### src/rtl/mips_pkg.sv
// Shared MIPS decode definitions: opcode constants, instruction field positions
// and small opcode-classification helpers used by the decode stage.
package mips_pkg;

  localparam logic [5:0] OP_RTYPE = 6'h00;
  localparam logic [5:0] OP_LW    = 6'h23;
  localparam logic [5:0] OP_SW    = 6'h2B;
  localparam logic [5:0] OP_ANDI  = 6'h0C;
  localparam logic [5:0] OP_ORI   = 6'h0D;
  localparam logic [5:0] OP_XORI  = 6'h0E;

  localparam int OPC_LSB   = 26;
  localparam int RS_LSB    = 21;
  localparam int RT_LSB    = 16;
  localparam int RD_LSB    = 11;
  localparam int FUNCT_LSB = 0;
  localparam int IMM_LSB   = 0;
  localparam int OPC_W     = 6;
  localparam int REG_W     = 5;
  localparam int IMM_W     = 16;

  typedef enum logic [1:0] {
    FMT_R     = 2'd0,
    FMT_LOAD  = 2'd1,
    FMT_STORE = 2'd2,
    FMT_I     = 2'd3
  } insn_fmt_t;

  function automatic insn_fmt_t fmt_of(input logic [5:0] op);
    insn_fmt_t f;
    if (op == OP_RTYPE)   f = FMT_R;
    else if (op == OP_LW) f = FMT_LOAD;
    else if (op == OP_SW) f = FMT_STORE;
    else                  f = FMT_I;
    return f;
  endfunction

  // Logical immediates take their 16 bits unsigned; everything else sign-extends.
  function automatic logic is_zext_op(input logic [5:0] op);
    return (op == OP_ANDI) || (op == OP_ORI) || (op == OP_XORI);
  endfunction

endpackage

### src/rtl/regfile_mp.sv
// XLEN x NREGS register file, two combinational read ports and one write port.
// Write-through bypass on the read ports is enabled by defining DECODE_WB_BYPASS_EN.
module regfile_mp
  import mips_pkg::*;
#(
  parameter  int XLEN  = 32,
  parameter  int NREGS = 32,
  localparam int AW    = $clog2(NREGS)
) (
  input  logic            clock,
  input  logic            reset,
  input  logic [AW-1:0]   ra_addr,
  output logic [XLEN-1:0] ra_data,
  input  logic [AW-1:0]   rb_addr,
  output logic [XLEN-1:0] rb_data,
  input  logic            wr_en,
  input  logic [AW-1:0]   wr_addr,
  input  logic [XLEN-1:0] wr_data
);

  logic [XLEN-1:0] mem [NREGS];

  always_ff @(posedge clock or posedge reset) begin
    if (reset) begin
      for (int i = 0; i < NREGS; i++) mem[i] <= '0;
    end else if (wr_en && (wr_addr != '0)) begin
      mem[wr_addr] <= wr_data;
    end
  end

`ifdef DECODE_WB_BYPASS_EN
  // A same-cycle write to the addressed register is visible immediately.
  assign ra_data = (ra_addr == '0) ? '0 :
                   (wr_en && (wr_addr == ra_addr)) ? wr_data : mem[ra_addr];
  assign rb_data = (rb_addr == '0) ? '0 :
                   (wr_en && (wr_addr == rb_addr)) ? wr_data : mem[rb_addr];
`else
  assign ra_data = (ra_addr == '0) ? '0 : mem[ra_addr];
  assign rb_data = (rb_addr == '0) ? '0 : mem[rb_addr];
`endif

endmodule

### src/rtl/decode_stage.sv
// Pipelined MIPS decode: field split, register read, immediate extension and
// the ID/EX register with valid/ready handshakes and a load-use interlock.
// Optional write-through bypass in the register file: DECODE_WB_BYPASS_EN.
module decode_stage
  import mips_pkg::*;
#(
  parameter  int XLEN  = 32,
  parameter  int NREGS = 32,
  localparam int AW    = $clog2(NREGS)
) (
  input  logic            clock,
  input  logic            reset,
  input  logic            in_valid,
  output logic            in_ready,
  input  logic [31:0]     instruction,
  input  logic            wb_en,
  input  logic [AW-1:0]   wb_addr,
  input  logic [XLEN-1:0] wb_data,
  output logic            out_valid,
  input  logic            out_ready,
  output logic [5:0]      opcode,
  output logic [5:0]      funct,
  output logic [XLEN-1:0] data1,
  output logic [XLEN-1:0] data2,
  output logic [XLEN-1:0] signex,
  output logic [AW-1:0]   rt,
  output logic [AW-1:0]   rd
);

  function automatic logic signed [XLEN-1:0] ext_imm(input logic [5:0] op,
                                                     input logic signed [IMM_W-1:0] imm);
    logic signed [XLEN-1:0] r;
    if (is_zext_op(op)) r = {{(XLEN-IMM_W){1'b0}}, imm};
    else                r = {{(XLEN-IMM_W){imm[IMM_W-1]}}, imm};
    return r;
  endfunction

  logic [OPC_W-1:0]        opc_in;
  logic [5:0]              funct_in;
  logic [REG_W-1:0]        rs_f, rt_f, rd_f;
  logic signed [IMM_W-1:0] imm_in;
  logic [AW-1:0]           rs_in, rt_in, rd_in;
  logic [XLEN-1:0]         rs_val, rt_val;

  assign opc_in   = instruction[OPC_LSB +: OPC_W];
  assign funct_in = instruction[FUNCT_LSB +: 6];
  assign rs_f     = instruction[RS_LSB +: REG_W];
  assign rt_f     = instruction[RT_LSB +: REG_W];
  assign rd_f     = instruction[RD_LSB +: REG_W];
  assign imm_in   = instruction[IMM_LSB +: IMM_W];

  // Register indices wider than the file alias modulo NREGS.
  assign rs_in = rs_f[AW-1:0];
  assign rt_in = rt_f[AW-1:0];
  assign rd_in = rd_f[AW-1:0];

  regfile_mp #(
    .XLEN  (XLEN),
    .NREGS (NREGS)
  ) u_regfile (
    .clock   (clock),
    .reset   (reset),
    .ra_addr (rs_in),
    .ra_data (rs_val),
    .rb_addr (rt_in),
    .rb_data (rt_val),
    .wr_en   (wb_en),
    .wr_addr (wb_addr),
    .wr_data (wb_data)
  );

  logic                   vld_p1;
  logic [5:0]             opcode_p1, funct_p1;
  logic [XLEN-1:0]        data1_p1, data2_p1;
  logic signed [XLEN-1:0] signex_p1;
  logic [AW-1:0]          rt_p1, rd_p1;

  logic advance, hazard, accept;

  // A load in ID/EX whose destination feeds the incoming instruction forces one bubble.
  assign hazard  = vld_p1 && (fmt_of(opcode_p1) == FMT_LOAD) && (rt_p1 != '0) &&
                   ((rt_p1 == rs_in) || (rt_p1 == rt_in));
  assign advance = out_ready || !vld_p1;
  assign in_ready = advance && !hazard;
  assign accept  = in_valid && in_ready;

  // ---- stage p1: ID/EX register ----
  always_ff @(posedge clock or posedge reset) begin
    if (reset) begin
      vld_p1    <= 1'b0;
      opcode_p1 <= '0;
      funct_p1  <= '0;
      data1_p1  <= '0;
      data2_p1  <= '0;
      signex_p1 <= '0;
      rt_p1     <= '0;
      rd_p1     <= '0;
    end else if (advance) begin
      vld_p1 <= accept;
      if (accept) begin
        opcode_p1 <= opc_in;
        funct_p1  <= funct_in;
        data1_p1  <= rs_val;
        data2_p1  <= rt_val;
        signex_p1 <= ext_imm(opc_in, imm_in);
        rt_p1     <= rt_in;
        rd_p1     <= rd_in;
      end
    end
  end

  assign out_valid = vld_p1;
  assign opcode    = opcode_p1;
  assign funct     = funct_p1;
  assign data1     = data1_p1;
  assign data2     = data2_p1;
  assign signex    = signex_p1;
  assign rt        = rt_p1;
  assign rd        = rd_p1;

endmodule

### config.mk
export PLATFORM = sky130hd
export DESIGN_NAME = decode_stage
export DESIGN_NICKNAME = d
export VERILOG_FILES = /design/src/rtl/mips_pkg.sv /design/src/rtl/regfile_mp.sv /design/src/rtl/decode_stage.sv
export SDC_FILE = /design/constraint.sdc
export NUM_CORES = 2
export LEC_CHECK = 0
export ABC_CLOCK_PERIOD_IN_PS = 48300
export CORE_MARGIN = 2
export CORE_UTILIZATION = 54
export CTS_CLUSTER_DIAMETER = 60
export DETAILED_ROUTE_END_ITERATION = 10
export PLACE_DENSITY = 0.74
export SYNTH_ARGS = -nofsm -noshare
export SYNTH_HDL_FRONTEND = slang
export SYNTH_SLANG_ARGS = --single-unit
export TNS_END_PERCENT = 50
### constraint.sdc
create_clock -name clock -period 48.3 [get_ports clock]
set_clock_uncertainty 0.05 [all_clocks]
set_input_delay 9.66 -clock clock [delete_from_list [all_inputs] [get_ports clock]]
set_output_delay 9.66 -clock clock [all_outputs]
set_load 0.02 [all_outputs]
==> flow_metrics.tcl <==
set metrics [dict create \
    status "complete, no violations" \
    clock_latency_ns 0.72 \
    cts_resized 0 \
    nets 3877 \
    io_pins 194 \
    worstSetupEndpointType "primary output" \
    die_h_microns 331 \
    slew_headroom_pct 15.8 \
    ys_seq_area_share_pct 48.4 \
    start_util_pct 54.2 \
    drt_wl_total_microns 166000 \
    dp_hpwl_microns 88200 \
    ant_nets 0 \
    drc_errors 0 \
    synth_edf_count 0 \
    grt_overflow 0 \
    critical_path_class "in -> out" \
    ys_ff_latch 1117 \
    worst_pin_slew_ns 1.26 \
    maxCapViolCount 0 \
    die-area_sq_um 110000 \
    grt_first_pass_wirelength_microns 247000 \
    critPathRequiredTime_ns 38.59 \
    finalNonFillerCells 5311 \
    cts_buffer_depth 3 \
    fp-row-count 120 \
    p_per_area_nw_per_um2 43.3 \
    drt-vias-per-instance 6.82 \
    core_sq_um 107000 \
    postCtsHoldBufs 0 \
    arrival_ns 11.81 \
    fillers 7929 \
    clock_sinks 1117 \
    holdCritPathClass "reg -> reg" \
    maxSlewViolCount 0 \
    reg2reg_depth 7 \
    synthCells 3860 \
    hold_viol_final 0 \
    drt-pass1-iter-count 5 \
    area_delta_synth_final_pct 11.9 \
    clk_pin_slew_ns 0.06 \
    fin_crit_sh_pct 44.5 \
    synth_area_per_cell_sq_um 15.0 \
    antenna_found_initial 4 \
    fin_tns_setup_ns 0 \
    first_iter_violations 3508 \
    critPathLaunchType "primary input" \
    ir_drop_mv 0.0315 \
    die_w_microns 331 \
    synth.distinct_cells 43 \
    fmax_mhz 46.5 \
    syn_nets 3934 \
    grt_max_degree 130 \
    async_reset_ff_share_pct 100 \
    track_usage_pct 30.7 \
    drive_gt1_share_pct 47.9 \
    final_core_util_pct 60.7 \
    rsz0062_at_grt "false" \
    setup_viol 0 \
    first_global_vias 37100 \
    cts_buffers 120 \
    wire_per_inst_microns 31.2 \
    post-cts-setup-buffers 0 \
    htree_levels 3 \
    cts_tree "built" \
    yosysWarnings 0 \
    gp_congestion 0.780 \
    vias 36200 \
    synth_ff_type "dfrtp_1" \
    port-buffer-count 193 \
    netlist_area_sq_um 57800 \
    root_buffer "clkbuf_16" \
    min_path_cells 0 \
    cp_max_fo 61 \
    place_inst 5084 \
    cellLeakagePower_nw 28.1 \
    finalCriticalPeriod_ns 21.52 \
]
## per-layer routing
layer	track usage, %	up-vias	share of wire (%)
met3	6.01	310	8.4
li1	-	14700	-
met5	0	-	0.0079
met1	44.7	19700	42
met4	9.72	2	3.1
met2	47.1	1551	46
## power by group
part           total, mW  internal, mW  leakage [nW]  switching (mW)
clock network      0.981         0.584          2.09           0.397
registers           1.24          1.11          14.3           0.130
logic              0.575         0.343          11.6           0.232
## kinds of logic after synthesis
group / count (synthesis) / synth area share [%]
AOI/OAI and AO/OA: 242 / 2.82
buffers and inverters: 452 / 3.28
DFF: 1117 / 48.4
muxes: 1711 / 42.9
xor gates and xnor gates: 10 / 0.152
and+or+nand+nor: 328 / 2.50
## sequential cells by signal, indices dropped and copies added, names as in the netlist
name,count
opcode,6
out_valid,1
u_regfile.mem,1024
funct,5
data1,32
data2,32
signex,12
rt,5
## final timing paths
path                                                   end                             from  slack, ns
max                                               in_ready                  instruction[16]      26.78
max in group asynchronous   u_regfile.mem[694]$_DFFE_PP0P_                            reset      35.43
min in group asynchronous             funct[1]$_DFFE_PP0P_                            reset       9.52
min reg2reg                u_regfile.mem[1019]$_DFFE_PP0P_  u_regfile.mem[1019]$_DFFE_PP0P_       0.34
max reg2reg                          data1[24]$_DFFE_PP0P_                rt[2]$_DFFE_PP0P_      44.76
min                        u_regfile.mem[1019]$_DFFE_PP0P_  u_regfile.mem[1019]$_DFFE_PP0P_       0.34
## layout by cell type (no fill, tap or decap), types with 32 or more instances in the layout
| cell | n |
|---|---|
| mux2i_1 | 177 |
| clkbuf_16 | 120 |
| nor2_1 | 32 |
| clkdlybuf4s50_1 | 183 |
| a221oi_1 | 32 |
| a22o_1 | 32 |
| nand4_1 | 35 |
| nand2_1 | 182 |
| mux4_2 | 510 |
| a21oi_1 | 56 |
| buf_4 | 82 |
| mux2_2 | 1023 |
| dfrtp_1 | 1117 |
## final cells by class
| cell class | instances | area [sq um] | share of cell area (%) |
|---|---|---|---|
| well taps | 1403 | 1760 | 2.71 |
| clock buffers | 163 | 3430 | 5.31 |
| diodes | 3 | 7.51 | 0.0116 |
| flip-flops and latches | 1117 | 28000 | 43.2 |
| repair buffers | 271 | 2520 | 3.90 |
| multi-input cells | 2291 | 28200 | 43.6 |
| inverters | 2 | 17.5 | 0.0271 |
| clock inverters | 61 | 790 | 1.22 |
## metrics by stage
stage	power, mW	worst slack [ns]	area (sq um)	hold WS, ns
5_1_grt	2.91	26.62	64700	0.360
2_1_floorplan	1.66	7.14	57800	0.391
3_5_place_dp	1.83	26.77	60400	0.333
3_3_place_gp	1.80	26.75	60400	0.327
6_report	2.80	26.78	64700	0.344
4_1_cts	2.81	26.75	64700	0.347
## worst max-delay path: stages
cell	delay (ns)
buf_8	0.50
xor2_1	0.20
nor3_1	0.08
a22oi_1	0.41
o31a_1	0.22
clkdlybuf4s50_1	0.60
## synthesized netlist by cell type (all sizes together), types with 2 or more instances
master / number / area (sq um)
nor2: 45 / 169
a221oi: 32 / 280
clkbuf: 281 / 1050
nand4: 35 / 219
o211ai: 23 / 173
inv: 2 / 7.51
mux4: 510 / 11500
nor2b: 3 / 18.8
nand3b: 4 / 30.0
a22oi: 19 / 143
a22o: 32 / 280
o22ai: 23 / 144
xor2: 10 / 87.6
mux2i: 177 / 1770
nand2: 197 / 739
buf: 169 / 835
nor3b: 4 / 30.0
dfrtp: 1117 / 28000
or2: 2 / 12.5
a21oi: 57 / 285
nand4b: 2 / 17.5
o21ai: 29 / 145
nor4b: 2 / 23.8
nand2b: 3 / 18.8
a31oi: 23 / 144
mux2: 1024 / 11500
nand3: 12 / 60.1
nor3: 14 / 70.1
(Power assumes the default switching activity.)
